**config.mk**
```make
export PLATFORM = sky130hd
export DESIGN_NAME = hub75_panel_receiver
export DESIGN_NICKNAME = d
export VERILOG_FILES = /design/src/rtl/hub75_panel_receiver.sv
export SDC_FILE = /design/constraint.sdc
export NUM_CORES = 1
export LEC_CHECK = 0
export ABC_AREA = 1
export CORE_ASPECT_RATIO = 1.1
export CORE_MARGIN = 2
export CORE_UTILIZATION = 25
export CTS_CLUSTER_DIAMETER = 30
export DETAILED_ROUTE_END_ITERATION = 10
export MAX_ROUTING_LAYER = met4
export PLACE_DENSITY = 0.54
export RECOVER_POWER = 25
export SLEW_MARGIN = 20
export SYNTH_ARGS = -nofsm -noshare
export SYNTH_HDL_FRONTEND = slang
export SYNTH_SLANG_ARGS = --single-unit
```
**constraint.sdc**
```tcl
create_clock -name clk -period 1.7 [get_ports clk]
set_clock_uncertainty 0.2 [all_clocks]
set_input_delay 0.425 -clock clk [delete_from_list [all_inputs] [get_ports clk]]
set_output_delay 0.425 -clock clk [all_outputs]
set_load 0.02 [all_outputs]
```
**src/rtl/hub75_panel_receiver.sv**
```systemverilog
// HUB75 panel-side receiver: shifts column data, latches rows,
// times display-enable and emits one record per displayed row.
module hub75_panel_receiver #(
  parameter int segments   = 1,
  parameter int rows       = 8,
  parameter int columns    = 32,
  parameter int countwidth = 16
) (
  input  logic                              clk,
  input  logic                              rst,
  input  logic                              oclk,
  input  logic                              lat,
  input  logic                              oe,
  input  logic [$clog2(rows)-1:0]           row,
  input  logic [3*segments-1:0]             rgb,
  output logic                              out_valid,
  output logic [$clog2(rows)-1:0]           out_row,
  output logic [columns*3*segments-1:0]     out_data,
  output logic [countwidth-1:0]             out_on_cycles,
  output logic                              shift_error,
  output logic                              overlap_error
);

  localparam int RW  = $clog2(rows);
  localparam int CW  = 3 * segments;
  localparam int SW  = columns * CW;
  localparam int SCW = $clog2(columns + 2);

  localparam logic [SCW-1:0]        COLS    = SCW'(columns);
  localparam logic [SCW-1:0]        COLS_P1 = SCW'(columns + 1);
  localparam logic [countwidth-1:0] ON_MAX  = '1;

  logic          oclk_q, oclk_qq;
  logic          lat_q, lat_qq;
  logic          oe_q, oe_qq;
  logic [RW-1:0] row_q;
  logic [CW-1:0] rgb_q;

  logic [SW-1:0]         sr_q, sr_d;
  logic [SCW-1:0]        cnt_q, cnt_d, cnt_inc;
  logic [SW-1:0]         ldata_q, ldata_d;
  logic [RW-1:0]         lrow_q, lrow_d;
  logic [countwidth-1:0] on_q, on_d;
  logic                  valid_q, valid_d;
  logic [RW-1:0]         orow_q, orow_d;
  logic [SW-1:0]         odata_q, odata_d;
  logic [countwidth-1:0] oon_q, oon_d;
  logic                  serr_q, serr_d;
  logic                  oerr_q, oerr_d;

  logic sh_rise, lat_rise, oe_rise, oe_fall;

  assign sh_rise  = oclk_q & ~oclk_qq;
  assign lat_rise = lat_q & ~lat_qq;
  assign oe_rise  = oe_q & ~oe_qq;
  assign oe_fall  = ~oe_q & oe_qq;

  // Input registration and one-deep history for edge detection
  always_ff @(posedge clk or negedge rst) begin
    if (!rst) begin
      oclk_q  <= 1'b0;
      oclk_qq <= 1'b0;
      lat_q   <= 1'b0;
      lat_qq  <= 1'b0;
      oe_q    <= 1'b0;
      oe_qq   <= 1'b0;
      row_q   <= '0;
      rgb_q   <= '0;
    end else begin
      oclk_q  <= oclk;
      oclk_qq <= oclk_q;
      lat_q   <= lat;
      lat_qq  <= lat_q;
      oe_q    <= oe;
      oe_qq   <= oe_q;
      row_q   <= row;
      rgb_q   <= rgb;
    end
  end

  // Shift, latch, on-time and record next-state logic
  always_comb begin
    sr_d    = sr_q;
    cnt_inc = cnt_q;
    ldata_d = ldata_q;
    lrow_d  = lrow_q;
    serr_d  = serr_q;
    oerr_d  = oerr_q;
    on_d    = on_q;
    valid_d = oe_fall;
    orow_d  = orow_q;
    odata_d = odata_q;
    oon_d   = oon_q;

    if (sh_rise) begin
      sr_d = {rgb_q, sr_q[SW-1:CW]};
      if (cnt_q != COLS_P1) cnt_inc = cnt_q + 1'b1;
    end
    cnt_d = cnt_inc;

    if (lat_rise) begin
      ldata_d = sr_d;
      lrow_d  = row_q;
      cnt_d   = '0;
      if (cnt_inc != COLS) serr_d = 1'b1;
      if (oe_q) oerr_d = 1'b1;
    end

    if (oe_rise) begin
      on_d = {{(countwidth-1){1'b0}}, 1'b1};
    end else if (oe_q && on_q != ON_MAX) begin
      on_d = on_q + 1'b1;
    end

    if (oe_fall) begin
      orow_d  = lrow_q;
      odata_d = ldata_q;
      oon_d   = on_q;
    end
  end

  // State registers
  always_ff @(posedge clk or negedge rst) begin
    if (!rst) begin
      sr_q    <= '0;
      cnt_q   <= '0;
      ldata_q <= '0;
      lrow_q  <= '0;
      on_q    <= '0;
      valid_q <= 1'b0;
      orow_q  <= '0;
      odata_q <= '0;
      oon_q   <= '0;
      serr_q  <= 1'b0;
      oerr_q  <= 1'b0;
    end else begin
      sr_q    <= sr_d;
      cnt_q   <= cnt_d;
      ldata_q <= ldata_d;
      lrow_q  <= lrow_d;
      on_q    <= on_d;
      valid_q <= valid_d;
      orow_q  <= orow_d;
      odata_q <= odata_d;
      oon_q   <= oon_d;
      serr_q  <= serr_d;
      oerr_q  <= oerr_d;
    end
  end

  assign out_valid     = valid_q;
  assign out_row       = orow_q;
  assign out_data      = odata_q;
  assign out_on_cycles = oon_q;
  assign shift_error   = serr_q;
  assign overlap_error = oerr_q;

endmodule

```
==> impl_summary.log <==
[metrics] Placement Cell Area: 15600 µm²
[metrics] dominant delay contributor by cell family on the critical path: flip-flops
[metrics] number of fillers in the final layout: 5194
[metrics] Leakage: 8.99 nW
[metrics] violated checks: setup timing
[metrics] initial antenna violation count: 4
[metrics] maximum level of the CTS H-tree: 3
[metrics] layout cell share with drive strength beyond 1: 25.0%
[metrics] final wirelength: 31.4 mm
[metrics] clock buffers created by TritonCTS: 76
[metrics] most instantiated cells after synthesis: 360 x sky130_fd_sc_hd__nand2_1, 347 x sky130_fd_sc_hd__dfrtp_1, 300 x sky130_fd_sc_hd__o21ai_0
[metrics] violation count after the first detailed-routing iteration: 619
[metrics] endpoint arrival time on the critical path: 1140 ps
[metrics] synthesis-to-layout area growth: 47.1%
[metrics] detail-routed via count per cell: 4.20
[metrics] largest fanout on the critical path: 2
[metrics] Slew @ Worst Pin: 816 ps
[metrics] Crit path buffers/inverters: 1
[metrics] register area share after synthesis: 65.7%
[metrics] die span in x: 223 µm
[metrics] endpoint required time on the critical path: 1070 ps
[metrics] CP startpoint kind: flop
[metrics] terminus of the critical flop-to-flop path: on_q[11]$_DFFE_PN0P_
[metrics] synthesized area divided by synthesized cell count: 9.60 µm²
[metrics] total DRC errors in the routed layout: 0
[metrics] most area-consuming cells after synthesis: sky130_fd_sc_hd__dfrtp_1 66%, sky130_fd_sc_hd__o21ai_0 11%, sky130_fd_sc_hd__nand2_1 10%
[metrics] post-synthesis cell count: 1376
[metrics] endpoint type of the worst setup path: output pin
[metrics] post-route setup slack: -62.6 ps
[metrics] number of clock sinks: 347
[metrics] total area of multi-input combinational cells: 3630 µm²
[metrics] max cap viols: 0
[metrics] total power per unit cell area: 1440 nW/µm²
[metrics] final hold violation count: 0
[metrics] nets: 1658
[metrics] GRT Resource Usage Total: 11.9%
[metrics] number of endpoints failing setup at the final stage: 118
[metrics] cell depth of the worst setup path: 1
[metrics] share of power burned in the clock network: 57.5%
[metrics] share of total power in combinational logic: 8.9%
[metrics] ys async rst share: 100%
[metrics] post-layout min period: 1760 ps
[metrics] FF+latch area: 8680 µm²
[metrics] aggregate global routing overflow: 0
[metrics] total non-filler cell area in the finished layout: 19400 µm²
[metrics] y dimension of the die: 245 µm
[metrics] TritonCTS clock tree: yes
[metrics] area share of the leading cell type in the synthesized netlist: 65.7%
[metrics] routed length per placed instance: 13.2 µm
[metrics] site row count: 88
[metrics] reported net switching power: 6.47 mW
[metrics] wire length of the first global-routing pass: 51.4 mm
[metrics] clock-pin transition on the worst setup and hold timing paths: 50 ps
[metrics] most frequent cell after synthesis: sky130_fd_sc_hd__nand2_1
[metrics] share of total power in sequential cells: 33.6%
[metrics] Worst Setup Path Type: flop to output pin
[metrics] Max IR drop VDD: 0.000735 V
[metrics] Reg2Reg Depth: 10
[metrics] Crit. Startpoint: shift_error$_DFFE_PN0P_
[metrics] Hold/Removal Path Class: flop to flop
[metrics] capture point of the worst path: shift_error
[metrics] core area: 52300 µm²
[metrics] number of pins exceeding their max-slew limit in the final report: 0
[metrics] Skew-Pair Late Insertion Delay: 580 ps
[metrics] detailed-router iteration count before antenna repair: 4
[metrics] Sw Ratio: 23.2%
[metrics] final cycle utilization of the critical path: 104%
[metrics] Worst path slowest cell: sky130_fd_sc_hd__dfrtp_1
[metrics] mapped cell area: 13200 µm²
[metrics] clk buf depth: 3
[metrics] number of synthesized register bits: 347
[metrics] number of buffer cells added on primary ports: 128
[metrics] placer's final routability congestion estimate: 0.821
[metrics] initial core utilization: 25.3%
[metrics] clock root buffer: sky130_fd_sc_hd__clkbuf_16
[metrics] CP Cell Sequence: buf_6
[metrics] synthesis warning total: 0
[metrics] launch instance of the worst register-to-register path: on_q[0]$_DFFE_PN0P_
[metrics] HPWL Detailed: 19.5 mm
[metrics] register-to-register setup slack: 0 ps
[metrics] area of the die: 54700 µm²
[metrics] status: finished, violations left
[metrics] most area-hungry cell type in the Yosys netlist: sky130_fd_sc_hd__dfrtp_1
[metrics] DRT antenna net count: 0
[metrics] worst slew margin relative to its limit: 45.6%
[metrics] pin count of the biggest net entering global routing: 84
[metrics] number of global-route vias before repair: 10300
[metrics] number of enable-type register cells in the synthesized netlist: 0
[metrics] via count: 10000
[metrics] internal cell power: 21.5 mW
[metrics] maximum clock frequency: 0.567 GHz
[metrics] synthesized netlist net count: 1390
[metrics] Primary FF master, synth: sky130_fd_sc_hd__dfrtp_1
[metrics] Synth cell types: 26
[metrics] setup repair after global routing missed its margin: yes
[metrics] delay of the slowest cell on the worst path: 410 ps
[metrics] total power after layout: 28.0 mW
[metrics] worst slack on hold paths: 175 ps
[metrics] I/O pin count: 129
[area by class of cell]
class	instances	share of cell area, %
Tap cell	675	4.35
Timing Repair Buffer	259	13.7
Clock inverter	44	3.43
Multi-Input combinational cell	773	18.7
Sequential cell	347	44.7
Inverter	186	3.72
Timing Repair inverter	1	0.0451
Antenna cell	2	0.0258
Clock buffer	97	11.3
[registers in the layout, summed over array words and instances (netlist names), 3 cells and up]
signal         flops
cnt_q              6
ldata_q           96
lrow_q             3
on_q              16
out_data          96
out_on_cycles     16
out_row            3
rgb_q              3
row_q              3
sr_q              96
[what timing repair did]
item,in CTS,in global routing
hold buffers,1,0
gates resized for setup,716,47
pin swaps,4,10
hold endpoints to repair,324,0
setup buffers,45,30
gates cloned,4,1
endpoints found under the setup margin,122,270
[kinds of logic (layout without fill, tap and decap cells)]
logic type | Yosys count | in the layout | share of synthesized area [%]
and+or+nand+nor | 435 | 436 | 13.3
DFF | 347 | 347 | 65.7
AOI/OAI and AO/OA | 333 | 333 | 12.9
buffers and inverters | 257 | 587 | 7.74
adders and majority gates | 3 | 3 | 0.284
xor gates and xnor gates | 1 | 1 | 0.0663
other | 0 | 2 | 0
[how the worst min path moves through the flow]
stage	from	to	depth (start not counted)
2_1_floorplan	rst	cnt_q[0]$_DFF_PN0_	0
3_3_place_gp	rst	out_data[18]$_DFFE_PN0P_	1
3_5_place_dp	rst	out_data[18]$_DFFE_PN0P_	1
4_1_cts	row[2]	row_q[2]$_DFF_PN0_	1
5_1_grt	lat	lat_q$_DFF_PN0_	1
6_report	lat_q$_DFF_PN0_	lat_qq$_DFF_PN0_	0
[power by group through the flow]
stage,Clock (mW),Combinational (mW),Sequential (mW)
after floorplan,0,0.873,9.69
after global placement,0,2.23,9.45
after detailed placement,0,2.27,9.46
after CTS,16.4,2.46,9.40
after global routing,16.9,2.79,9.47
final,16.1,2.48,9.39
[per-stage QoR]
stage	cells	utilization, %	worst slack, ps	TNS [ps]
2_1_floorplan	1376	-	16.4	0
3_3_place_gp	2160	29.9	-4.34	-4.34
3_5_place_dp	2160	29.9	-38.2	-38.2
4_1_cts	2351	36.6	-123	-8960
5_1_grt	2384	37.1	-128	-13380
6_report	2384	37.1	-62.6	-2560
[placed cells by master (no fill, tap or decap), types with 5 or more instances in the layout]
cell	n
sky130_fd_sc_hd__nor2_1	22
sky130_fd_sc_hd__nand2_1	357
sky130_fd_sc_hd__o21ai_1	37
sky130_fd_sc_hd__inv_6	6
sky130_fd_sc_hd__clkinv_2	11
sky130_fd_sc_hd__inv_2	5
sky130_fd_sc_hd__inv_1	178
sky130_fd_sc_hd__dfrtp_1	347
sky130_fd_sc_hd__bufinv_16	15
sky130_fd_sc_hd__buf_4	103
sky130_fd_sc_hd__nand4_1	20
sky130_fd_sc_hd__o21ai_0	280
sky130_fd_sc_hd__clkinvlp_4	9
sky130_fd_sc_hd__dlygate4sd3_1	10
sky130_fd_sc_hd__clkbuf_8	16
sky130_fd_sc_hd__o21ai_2	11
sky130_fd_sc_hd__clkbuf_16	80
sky130_fd_sc_hd__nand3_1	16
sky130_fd_sc_hd__buf_6	119
sky130_fd_sc_hd__buf_12	13
sky130_fd_sc_hd__clkbuf_2	8
[layer usage]
metal	track usage, %	up-vias	wire length, µm
met5	-	-	0
met4	5.11	0	767
met3	3.44	68	1490
met2	19.0	202	15200
met1	14.1	4812	13900
li1	-	4933	-
Note: power is estimated with default switching activity, not from simulation.
